===== config.mk =====
export PLATFORM = sky130hd
export DESIGN_NAME = fwd_operand_stage
export DESIGN_NICKNAME = d
export VERILOG_FILES = /design/src/rtl/fwd_operand_stage_pkg.sv /design/src/rtl/fwd_operand_stage_prio.sv /design/src/rtl/fwd_operand_stage.sv
export SDC_FILE = /design/constraint.sdc
export NUM_CORES = 1
export LEC_CHECK = 0
export BUFFER_PORTS_ARGS = -buffer_cell sky130_fd_sc_hd__buf_2
export CAP_MARGIN = 10
export CORE_UTILIZATION = 35
export DETAILED_ROUTE_END_ITERATION = 16
export PLACE_DENSITY = 0.58
export SLEW_MARGIN = 0
export SYNTH_ARGS = -nofsm -noshare
export SYNTH_HDL_FRONTEND = slang
export SYNTH_SLANG_ARGS = --single-unit

===== constraint.sdc =====
create_clock -name clk_i -period 3.1 [get_ports clk_i]
set_input_delay 0 -clock clk_i [delete_from_list [all_inputs] [get_ports clk_i]]
set_output_delay 0 -clock clk_i [all_outputs]
set_load 0.02 [all_outputs]

===== src/rtl/fwd_operand_stage_pkg.sv =====
// Shared definitions for the EX-stage operand forwarding logic: default widths,
// the "use register value" select code and the select-width helper.
package fwd_operand_stage_pkg;

    localparam int unsigned DATA_W_DEF     = 32;
    localparam int unsigned REG_ADDR_W_DEF = 5;

    // fwd_sel value meaning "no forwarding, use the stored register value"
    localparam int unsigned FWD_SEL_REG = 0;

    function automatic int unsigned fwd_sel_width(input int unsigned num_src);
        return $clog2(num_src + 1);
    endfunction

endpackage


===== src/rtl/fwd_operand_stage_prio.sv =====
// Match and priority mux for one source operand: the lowest-index (youngest)
// matching source wins; x0 never matches.
module fwd_prio_select
    import fwd_operand_stage_pkg::*;
#(
    parameter int unsigned DATA_W     = DATA_W_DEF,
    parameter int unsigned REG_ADDR_W = REG_ADDR_W_DEF,
    parameter int unsigned NUM_SRC    = 2,
    parameter int unsigned SEL_W      = fwd_sel_width(NUM_SRC)
) (
    input  logic                          en_i,
    input  logic [REG_ADDR_W-1:0]         rs_i,
    input  logic [DATA_W-1:0]             reg_data_i,
    input  logic [NUM_SRC-1:0]            src_wr_i,
    input  logic [NUM_SRC*REG_ADDR_W-1:0] src_rd_i,
    input  logic [NUM_SRC-1:0]            src_ready_i,
    input  logic [NUM_SRC*DATA_W-1:0]     src_data_i,
    output logic [DATA_W-1:0]             opnd_o,
    output logic [SEL_W-1:0]              sel_o,
    output logic                          fwd_o,
    output logic                          stall_o
);

    logic [NUM_SRC-1:0] match;

    for (genvar j = 0; j < NUM_SRC; j++) begin : g_match
        assign match[j] = en_i & src_wr_i[j] & (rs_i != '0) &
                          (src_rd_i[j*REG_ADDR_W +: REG_ADDR_W] == rs_i);
    end

    // Scan oldest to youngest so the youngest match is the last to assign.
    always_comb begin
        opnd_o  = reg_data_i;
        sel_o   = SEL_W'(FWD_SEL_REG);
        fwd_o   = 1'b0;
        stall_o = 1'b0;
        for (int j = NUM_SRC - 1; j >= 0; j--) begin
            if (match[j]) begin
                opnd_o  = src_data_i[j*DATA_W +: DATA_W];
                sel_o   = SEL_W'(j + 1);
                fwd_o   = src_ready_i[j];
                stall_o = ~src_ready_i[j];
            end
        end
    end

endmodule


===== src/rtl/fwd_operand_stage.sv =====
// ID/EX operand register with multi-source forwarding, load-use interlock and
// stall-time capture of forwarded values, plus a saturating hazard counter.
module fwd_operand_stage
    import fwd_operand_stage_pkg::*;
#(
    parameter int unsigned DATA_W     = DATA_W_DEF,
    parameter int unsigned REG_ADDR_W = REG_ADDR_W_DEF,
    parameter int unsigned NUM_SRC    = 2,
    parameter int unsigned NUM_OPND   = 2,
    parameter int unsigned CNT_W      = 16,
    localparam int unsigned SEL_W     = fwd_sel_width(NUM_SRC)
) (
    input  logic                           clk_i,
    input  logic                           rst_i,
    input  logic                           id_valid_i,
    input  logic [NUM_OPND-1:0]            id_use_i,
    input  logic [NUM_OPND*REG_ADDR_W-1:0] id_rs_i,
    input  logic [NUM_OPND*DATA_W-1:0]     id_data_i,
    input  logic                           stall_i,
    input  logic                           flush_i,
    input  logic [NUM_SRC-1:0]             src_wr_i,
    input  logic [NUM_SRC*REG_ADDR_W-1:0]  src_rd_i,
    input  logic [NUM_SRC-1:0]             src_ready_i,
    input  logic [NUM_SRC*DATA_W-1:0]      src_data_i,
    output logic                           ex_valid_o,
    output logic [NUM_OPND*DATA_W-1:0]     ex_opnd_o,
    output logic [NUM_OPND*SEL_W-1:0]      fwd_sel_o,
    output logic                           hazard_o,
    output logic [CNT_W-1:0]               hazard_cnt_o
);

    logic                           ex_valid_q, ex_valid_d;
    logic [NUM_OPND-1:0]            use_q, use_d;
    logic [NUM_OPND*REG_ADDR_W-1:0] rs_q, rs_d;
    logic [NUM_OPND*DATA_W-1:0]     opnd_q, opnd_d;
    logic [CNT_W-1:0]               cnt_q, cnt_d;

    logic [NUM_OPND*DATA_W-1:0]     fwd_data;
    logic [NUM_OPND*SEL_W-1:0]      fwd_sel;
    logic [NUM_OPND-1:0]            opnd_fwd;
    logic [NUM_OPND-1:0]            opnd_stall;
    logic                           hazard;
    logic                           hold;

    for (genvar k = 0; k < NUM_OPND; k++) begin : g_opnd
        fwd_prio_select #(
            .DATA_W     (DATA_W),
            .REG_ADDR_W (REG_ADDR_W),
            .NUM_SRC    (NUM_SRC),
            .SEL_W      (SEL_W)
        ) u_prio (
            .en_i        (ex_valid_q & use_q[k]),
            .rs_i        (rs_q[k*REG_ADDR_W +: REG_ADDR_W]),
            .reg_data_i  (opnd_q[k*DATA_W +: DATA_W]),
            .src_wr_i    (src_wr_i),
            .src_rd_i    (src_rd_i),
            .src_ready_i (src_ready_i),
            .src_data_i  (src_data_i),
            .opnd_o      (fwd_data[k*DATA_W +: DATA_W]),
            .sel_o       (fwd_sel[k*SEL_W +: SEL_W]),
            .fwd_o       (opnd_fwd[k]),
            .stall_o     (opnd_stall[k])
        );
    end

    assign hazard = |opnd_stall;
    assign hold   = stall_i | hazard;

    always_comb begin
        ex_valid_d = ex_valid_q;
        use_d      = use_q;
        rs_d       = rs_q;
        opnd_d     = opnd_q;
        if (flush_i) begin
            ex_valid_d = 1'b0;
        end else if (hold) begin
            // Capture ready forwarded data so it outlives the producer leaving the pipe.
            for (int k = 0; k < NUM_OPND; k++) begin
                if (opnd_fwd[k]) begin
                    opnd_d[k*DATA_W +: DATA_W] = fwd_data[k*DATA_W +: DATA_W];
                end
            end
        end else begin
            ex_valid_d = id_valid_i;
            use_d      = id_use_i;
            rs_d       = id_rs_i;
            opnd_d     = id_data_i;
        end
    end

    always_comb begin
        cnt_d = cnt_q;
        if (hazard && (cnt_q != '1)) begin
            cnt_d = cnt_q + 1'b1;
        end
    end

    always_ff @(posedge clk_i) begin
        if (rst_i) begin
            ex_valid_q <= 1'b0;
            use_q      <= '0;
            rs_q       <= '0;
            opnd_q     <= '0;
            cnt_q      <= '0;
        end else begin
            ex_valid_q <= ex_valid_d;
            use_q      <= use_d;
            rs_q       <= rs_d;
            opnd_q     <= opnd_d;
            cnt_q      <= cnt_d;
        end
    end

    assign ex_valid_o   = ex_valid_q;
    assign ex_opnd_o    = fwd_data;
    assign fwd_sel_o    = fwd_sel;
    assign hazard_o     = hazard;
    assign hazard_cnt_o = cnt_q;

endmodule


## Yosys cells after proc, flatten, opt, wreduce, memory -nomap -nowiden

Index checks and enable logic that the tools add are counted.
W data, S select, Z words.

| storage, ports and cells | value |
|---|---|
| register bits | 93 |
| word-level logic and storage cells | 60 |

| cells by class | value |
|---|---|
| $add $sub $neg | 1 |
| multiplexer cells | 19 |
| equality and inequality tests | 7 |
| bitwise operators | 19 |
| reduce and logical (&&, ||, !) cells | 8 |

Operator list:

| kind | count |
|---|---|
| $mux W32 | 6 |
| $mux W64 | 1 |
| $eq A5 B5 Y1 | 4 |
| $add A16 B1 Y16 const B | 1 |
| $ne A16 B16 Y1 const B | 1 |
| $and A1 B1 Y1 | 14 |
| $reduce_bool A5 Y1 | 2 |
| $mux W1 | 8 |
| $mux W2 | 4 |
| $reduce_and A2 Y1 | 3 |
| $ne A2 B1 Y1 const B | 2 |
| $not A1 Y1 | 4 |
| $reduce_or A2 Y1 | 2 |
| $logic_and A1 B1 Y1 | 1 |
| $or A1 B1 Y1 | 1 |

## Depth between registers and ports, before layout

| logic depth | value |
|---|---|
| word-level depth | 10 |
| mapped depth | 11 |
| depth with buffers taken out | 8 |

## Modules after synthesis

A second synthesis with hierarchy kept.

| unflattened totals | value |
|---|---|
| cells, all modules | 879 |
| area, all modules | 6243.5 um2 |

By module, submodules not included:

| module | cells an instance | times used | area each (um2) |
|---|---|---|---|
| fwd_operand_stage | 517 | 1 | 4121.5 |
| fwd_prio_select | 181 | 2 | 1061.0 |

## Worst setup path after synthesis

No wires, ideal clock.

| path | value |
|---|---|
| path kind | register -> register |
| start point | register rs_q[0] |
| end point | register opnd_q[28] |
| setup slack | 0.425 ns |
| buffers on the path | 2 |
| arrival time | 2.560 ns |
| stages on the path, launching flop included | 10 |
| data required time | 2.985 ns |
| cell sequence | dfxtp_1 or4_1 o21a_1 and3_1 buf_6 nor2_1 a21oi_1 clkbuf_1 or3_1 and3_1 |

| between the ends | value |
|---|---|
| longest elaborated chain between the ends | 9 |

Ends and longest elaborated chain:

| item | line | RTL |
|---|---|---|
| start: declaration | fwd_operand_stage.sv:34 | `logic [NUM_OPND*REG_ADDR_W-1:0] rs_q, rs_d;` |
| start signal: assignment | fwd_operand_stage.sv:108 | `rs_q <= rs_d;` |
| $reduce_bool A5 Y1 | fwd_operand_stage_prio.sv:27 | `assign match[j] = en_i & src_wr_i[j] & (rs_i != '0) &` |
| $and A1 B1 Y1 (2 in series) | fwd_operand_stage_prio.sv:27 |  |
| $mux W1 (2 in series) | fwd_operand_stage_prio.sv:38 | `if (match[j]) begin` |
| $reduce_or A2 Y1 | fwd_operand_stage.sv:66 | `assign hazard = \|opnd_stall;` |
| $or A1 B1 Y1 | fwd_operand_stage.sv:67 | `assign hold = stall_i \| hazard;` |
| $ne A2 B1 Y1 (no source line) | -- |  |
| $reduce_and A2 Y1 (no source line) | -- |  |
| end signal: assignment | fwd_operand_stage.sv:109 | `opnd_q <= opnd_d;` |
| end: declaration | fwd_operand_stage.sv:35 | `logic [NUM_OPND*DATA_W-1:0] opnd_q, opnd_d;` |

Parallel ways exist; a longest one is shown, timed or not. The select of a mux whose other input is x is not followed.
A chain may end at the register's enable or synchronous reset.

## Worst setup path after layout

| path | value |
|---|---|
| start point | register rs_q[0] |
| end point | register ex_valid_q, in the netlist ex_valid_o |

| between the ends | value |
|---|---|
| longest elaborated chain between the ends | 7 |

Ends and longest elaborated chain:

| item | line | RTL |
|---|---|---|
| $reduce_bool A5 Y1 | fwd_operand_stage_prio.sv:27 |  |
| $and A1 B1 Y1 (2 in series) | fwd_operand_stage_prio.sv:27 |  |
| $mux W1 | fwd_operand_stage_prio.sv:38 |  |
| $mux W1 * | fwd_operand_stage_prio.sv:38 |  |
| $reduce_or A2 Y1 * | fwd_operand_stage.sv:66 |  |
| $or A1 B1 Y1 * | fwd_operand_stage.sv:67 |  |
| end signal: assignment | fwd_operand_stage.sv:106 | `ex_valid_q <= ex_valid_d;` |
| end: declaration | fwd_operand_stage.sv:32 | `logic ex_valid_q, ex_valid_d;` |

Every way passes the cells marked *; elsewhere a longest branch is shown, timed or not.

==> results.md <==
* Master of the slowest instance on the critical path: sky130_fd_sc_hd__or4_1
* Sequence of cells on the critical path: or4_1 > o211ai_1 > or2_1 > a21oi_4 > a211oi_4 > buf_12 > mux2i_1 > nor3_2
* Reported leakage power at 3.88 nW
* Wire length on met1 at 11,200 um
* Number of buffers added on ports at 244
* Sink Count at 93
* TritonCTS buffer count at 9
* Clock network latency to the later pin of the worst-skew pair at 0.35 ns
* Critical-path maximum fanout at 114
* Largest net degree at the start of global routing at 115
* Iteration-0 DRC count of the detailed router at 447
* Total wirelength of the detailed-routed design at 25,500 um
* Endpoint of the most critical register-to-register path: ex_valid_o$_SDFFE_PP0P_
* Synth Warn # at 0
* Final non-filler cell total at 1,481
* Post-placement cell count at 1,405
* Startpoint types: register
* Total track usage at 25.4%
* #FFs+latches synth at 93
* Number of different library cells in the post-synthesis netlist at 58
* Vias in the first global route at 7,414
* Topmost layer with routed signal wires: met4
* Max Clk Rate at 338 MHz
* Area added between synthesis and finish at 32.5%
* Data required time of the worst path at 3.30 ns
* Initial Util at 35.8%
* Minimum clock period after layout at 2.96 ns
* Start point of the critical path: rs_q[0]$_SDFFE_PP0P_
* Total grt overflow at 0
* CP endpoint kind: register
* Fraction of registers with async set/reset at 0%
* CTS clock-pin slew for the worst setup and hold paths at 0.07 ns
* Core Footprint at 18,800 um2
* Die W at 141 um
* Main synth FF type: sky130_fd_sc_hd__dfxtp_1
* Path class of the lowest-slack min-delay path: input port to register
* Worst-case headroom to the max-slew limit at 25.3%
* H-tree depth reported by CTS at 3
* Power per Cell Area at 346 nW/um2
* Register-to-register path setup slack at 0.14 ns
* Number of failing setup endpoints in the final timing report at 0
* First-pass GRT wire length at 39,400 um
* Critical Setup Path Class: register to register
* RePlAce Congestion at 0.887
* Top-Level Pins at 245
* RSZ-0062 raised after global routing: no
* DR WL met3 at 1580 um
* Number of optimization iterations in the first detailed-route pass at 4
* # rows at 50
* Worst Reg-to-Reg Cells at 8
* Syn nets at 1,146
* Total number of vias at 7,872
* Detailed-route DRC error count at 0
* Setup TNS after final layout at 0 ns
* Clock tree from TritonCTS: built
* Fraction of the yosys area taken by sequential cells at 27.7%
* Number of nets in the layout at 1,400
* Utilization after layout at 47.4%
* Die height at 141 um
* Vias per std cell at 5.32
* Reg-to-reg critical path startpoint: rs_q[0]$_SDFFE_PP0P_
* Maximum single-stage delay on the critical path at 0.56 ns
* Highest ir drop seen on vdd at 266 uV
* Cells after Synth at 986
* Clock Skews at 0.00874 ns
* Number of antenna violations at the first check in global routing at 0
* Antenna viol nets, final at 0
* Final hold violations at 0
* Fraction of final layout cells sized beyond drive strength 1 at 24.9%
* Die ar. at 19,700 um2
* Per-cell routed wire length at 17.2 um
* Cell at the root of the clock tree: sky130_fd_sc_hd__clkbuf_16
* Final Cycle Share at 95.5%
* Met2 Wirelength at 12,100 um
* Synthesized area per cell at 6.81 um2
* End of the critical path: ex_valid_o$_SDFFE_PP0P_
* Longest Clk Path Bufs at 2
* Worst path arrival time at 3.16 ns
* Layout filler cell count at 1,998
* Number of pins with negative max-slew slack in the final report at 0
* Estimated wirelength of the detail-placed design at 18,100 um
* Slew of the pin with the lowest slew margin at 1.12 ns
* Number of enable flip-flop cells after synthesis at 0
* Outcome: complete, no violations
* Post-synthesis cell area at 6710 um2
* Max-cap violation count at 0
==> worst min path at each step <==
stage             startpoint                       to  slack, ns  depth (start not counted)
2_1_floorplan    id_use_i[0]    use_q[0]$_SDFFE_PP0P_       0.14                          2
3_5_place_dp     id_use_i[0]    use_q[0]$_SDFFE_PP0P_       0.25                          3
6_report        id_data_i[0]   opnd_q[0]$_SDFFE_PP0P_       0.02                          4
4_1_cts        id_data_i[45]  opnd_q[45]$_SDFFE_PP0P_      0.003                          4
5_1_grt         id_data_i[0]   opnd_q[0]$_SDFFE_PP0P_       0.04                          4
3_3_place_gp      id_rs_i[6]     rs_q[6]$_SDFFE_PP0P_       0.25                          3
==> per-layer routing <==
layer,GRT usage [%],vias to the layer above
met2,43.1,287
li1,-,3916
met1,33.0,3627
met5,0,-
met3,3.66,42
met4,8.64,0
==> flip-flops by register name, indices dropped and copies added (netlist names) <==
name and cells:
ex_valid_o 1, hazard_cnt_o 16, opnd_q 64, rs_q 10, use_q 2
==> synthesized netlist by cell type (all sizes together), types with 3 or more instances <==
cell type	instances	area (um2)
o2111ai	15	131
xnor2	8	70.1
xor2	15	131
nand2	147	554
or3	55	344
nor3	4	30.0
nand4	3	25.0
o31ai	18	135
clkbuf	47	181
nor2	125	472
inv	68	255
o21ai	30	150
dfxtp	93	1860
and3	51	319
a211oi	16	133
a31oi	49	307
o211ai	3	36.3
or4	8	63.8
mux2	6	67.6
a21oi	137	712
mux2i	9	90.1
nor2b	7	43.8
buf	38	279
and2	3	18.8
nor4	5	61.3
nand3	7	35.0
==> cell usage in the layout (no fill, tap or decap), types with 4 or more instances in the layout <==
master / count
sky130_fd_sc_hd__a211oi_1: 15
sky130_fd_sc_hd__a21oi_1: 133
sky130_fd_sc_hd__a21oi_4: 4
sky130_fd_sc_hd__a31oi_1: 49
sky130_fd_sc_hd__and3_1: 51
sky130_fd_sc_hd__buf_2: 243
sky130_fd_sc_hd__buf_4: 24
sky130_fd_sc_hd__clkbuf_16: 9
sky130_fd_sc_hd__dfxtp_1: 93
sky130_fd_sc_hd__dlygate4sd3_1: 58
sky130_fd_sc_hd__inv_1: 68
sky130_fd_sc_hd__mux2_2: 6
sky130_fd_sc_hd__mux2i_1: 9
sky130_fd_sc_hd__nand2_1: 146
sky130_fd_sc_hd__nand3_1: 7
sky130_fd_sc_hd__nor2_1: 123
sky130_fd_sc_hd__nor2b_1: 7
sky130_fd_sc_hd__o2111ai_1: 15
sky130_fd_sc_hd__o21ai_0: 29
sky130_fd_sc_hd__o31ai_1: 18
sky130_fd_sc_hd__or3_1: 55
sky130_fd_sc_hd__or4_1: 7
sky130_fd_sc_hd__xnor2_1: 8
sky130_fd_sc_hd__xor2_1: 15
==> critical path, delay by kind of cell, from the launching register on <==
kind | cells | cell delay, ns
buf+inv | 1 | 0.40
mux | 1 | 0.28
flops | 1 | 0.35
compound gates | 3 | 0.71
simple gates | 3 | 1.00
==> stage by stage <==
stage          hold slack, ns  instance area [um2]  total power, mW  worst slack [ns]
2_1_floorplan           0.136                 6710             1.68             0.425
3_5_place_dp            0.249                 8030             1.95             0.193
4_1_cts               0.00261                 8880             3.10            0.0570
5_1_grt                0.0392                 8890             3.20            0.0251
3_3_place_gp            0.248                 8030             1.95             0.222
6_report               0.0157                 8890             3.07             0.140
==> area by class of cell <==
type | instances | area (um2) | share of cell area [%]
multi-input cells | 740 | 4160 | 46.8
repair buffers | 328 | 2040 | 22.9
diodes | 3 | 7.51 | 0.0844
well taps | 234 | 293 | 3.29
clock buffers | 14 | 274 | 3.08
clock inverters | 1 | 5.00 | 0.0563
inverters | 68 | 255 | 2.87
flip-flops and latches | 93 | 1860 | 20.9
==> where the power goes <==
group          internal, mW  switching, mW  total [mW]  leakage (nW)
Clock                 0.606          0.483        1.09         0.139
Sequential             1.26         0.0346        1.29         0.764
Combinational         0.292          0.400       0.692          2.98
Total                  2.16          0.918        3.07          3.88
==> timing repair <==
item                       CTS  global route
setup endpoints to repair    0            12
setup buffers                0             0
resized for setup            0             1
hold buffers                58             0
hold endpoints to repair    58             0
==> cells by family (layout without fill, tap and decap cells) <==
logic type	after synthesis	count (layout)	synth area share [%]
AO/OA/AOI/OAI	275	275	25.4
buffers and inverters	153	411	10.7
flip-flops	93	93	27.7
adder cells (fa/ha/maj)	1	1	0.186
XOR/XNOR	23	23	3.00
other	0	3	0
multiplexers	15	15	2.35
AND/OR/NAND/NOR	426	426	30.6
No activity file was read; power rests on OpenSTA's default activity.
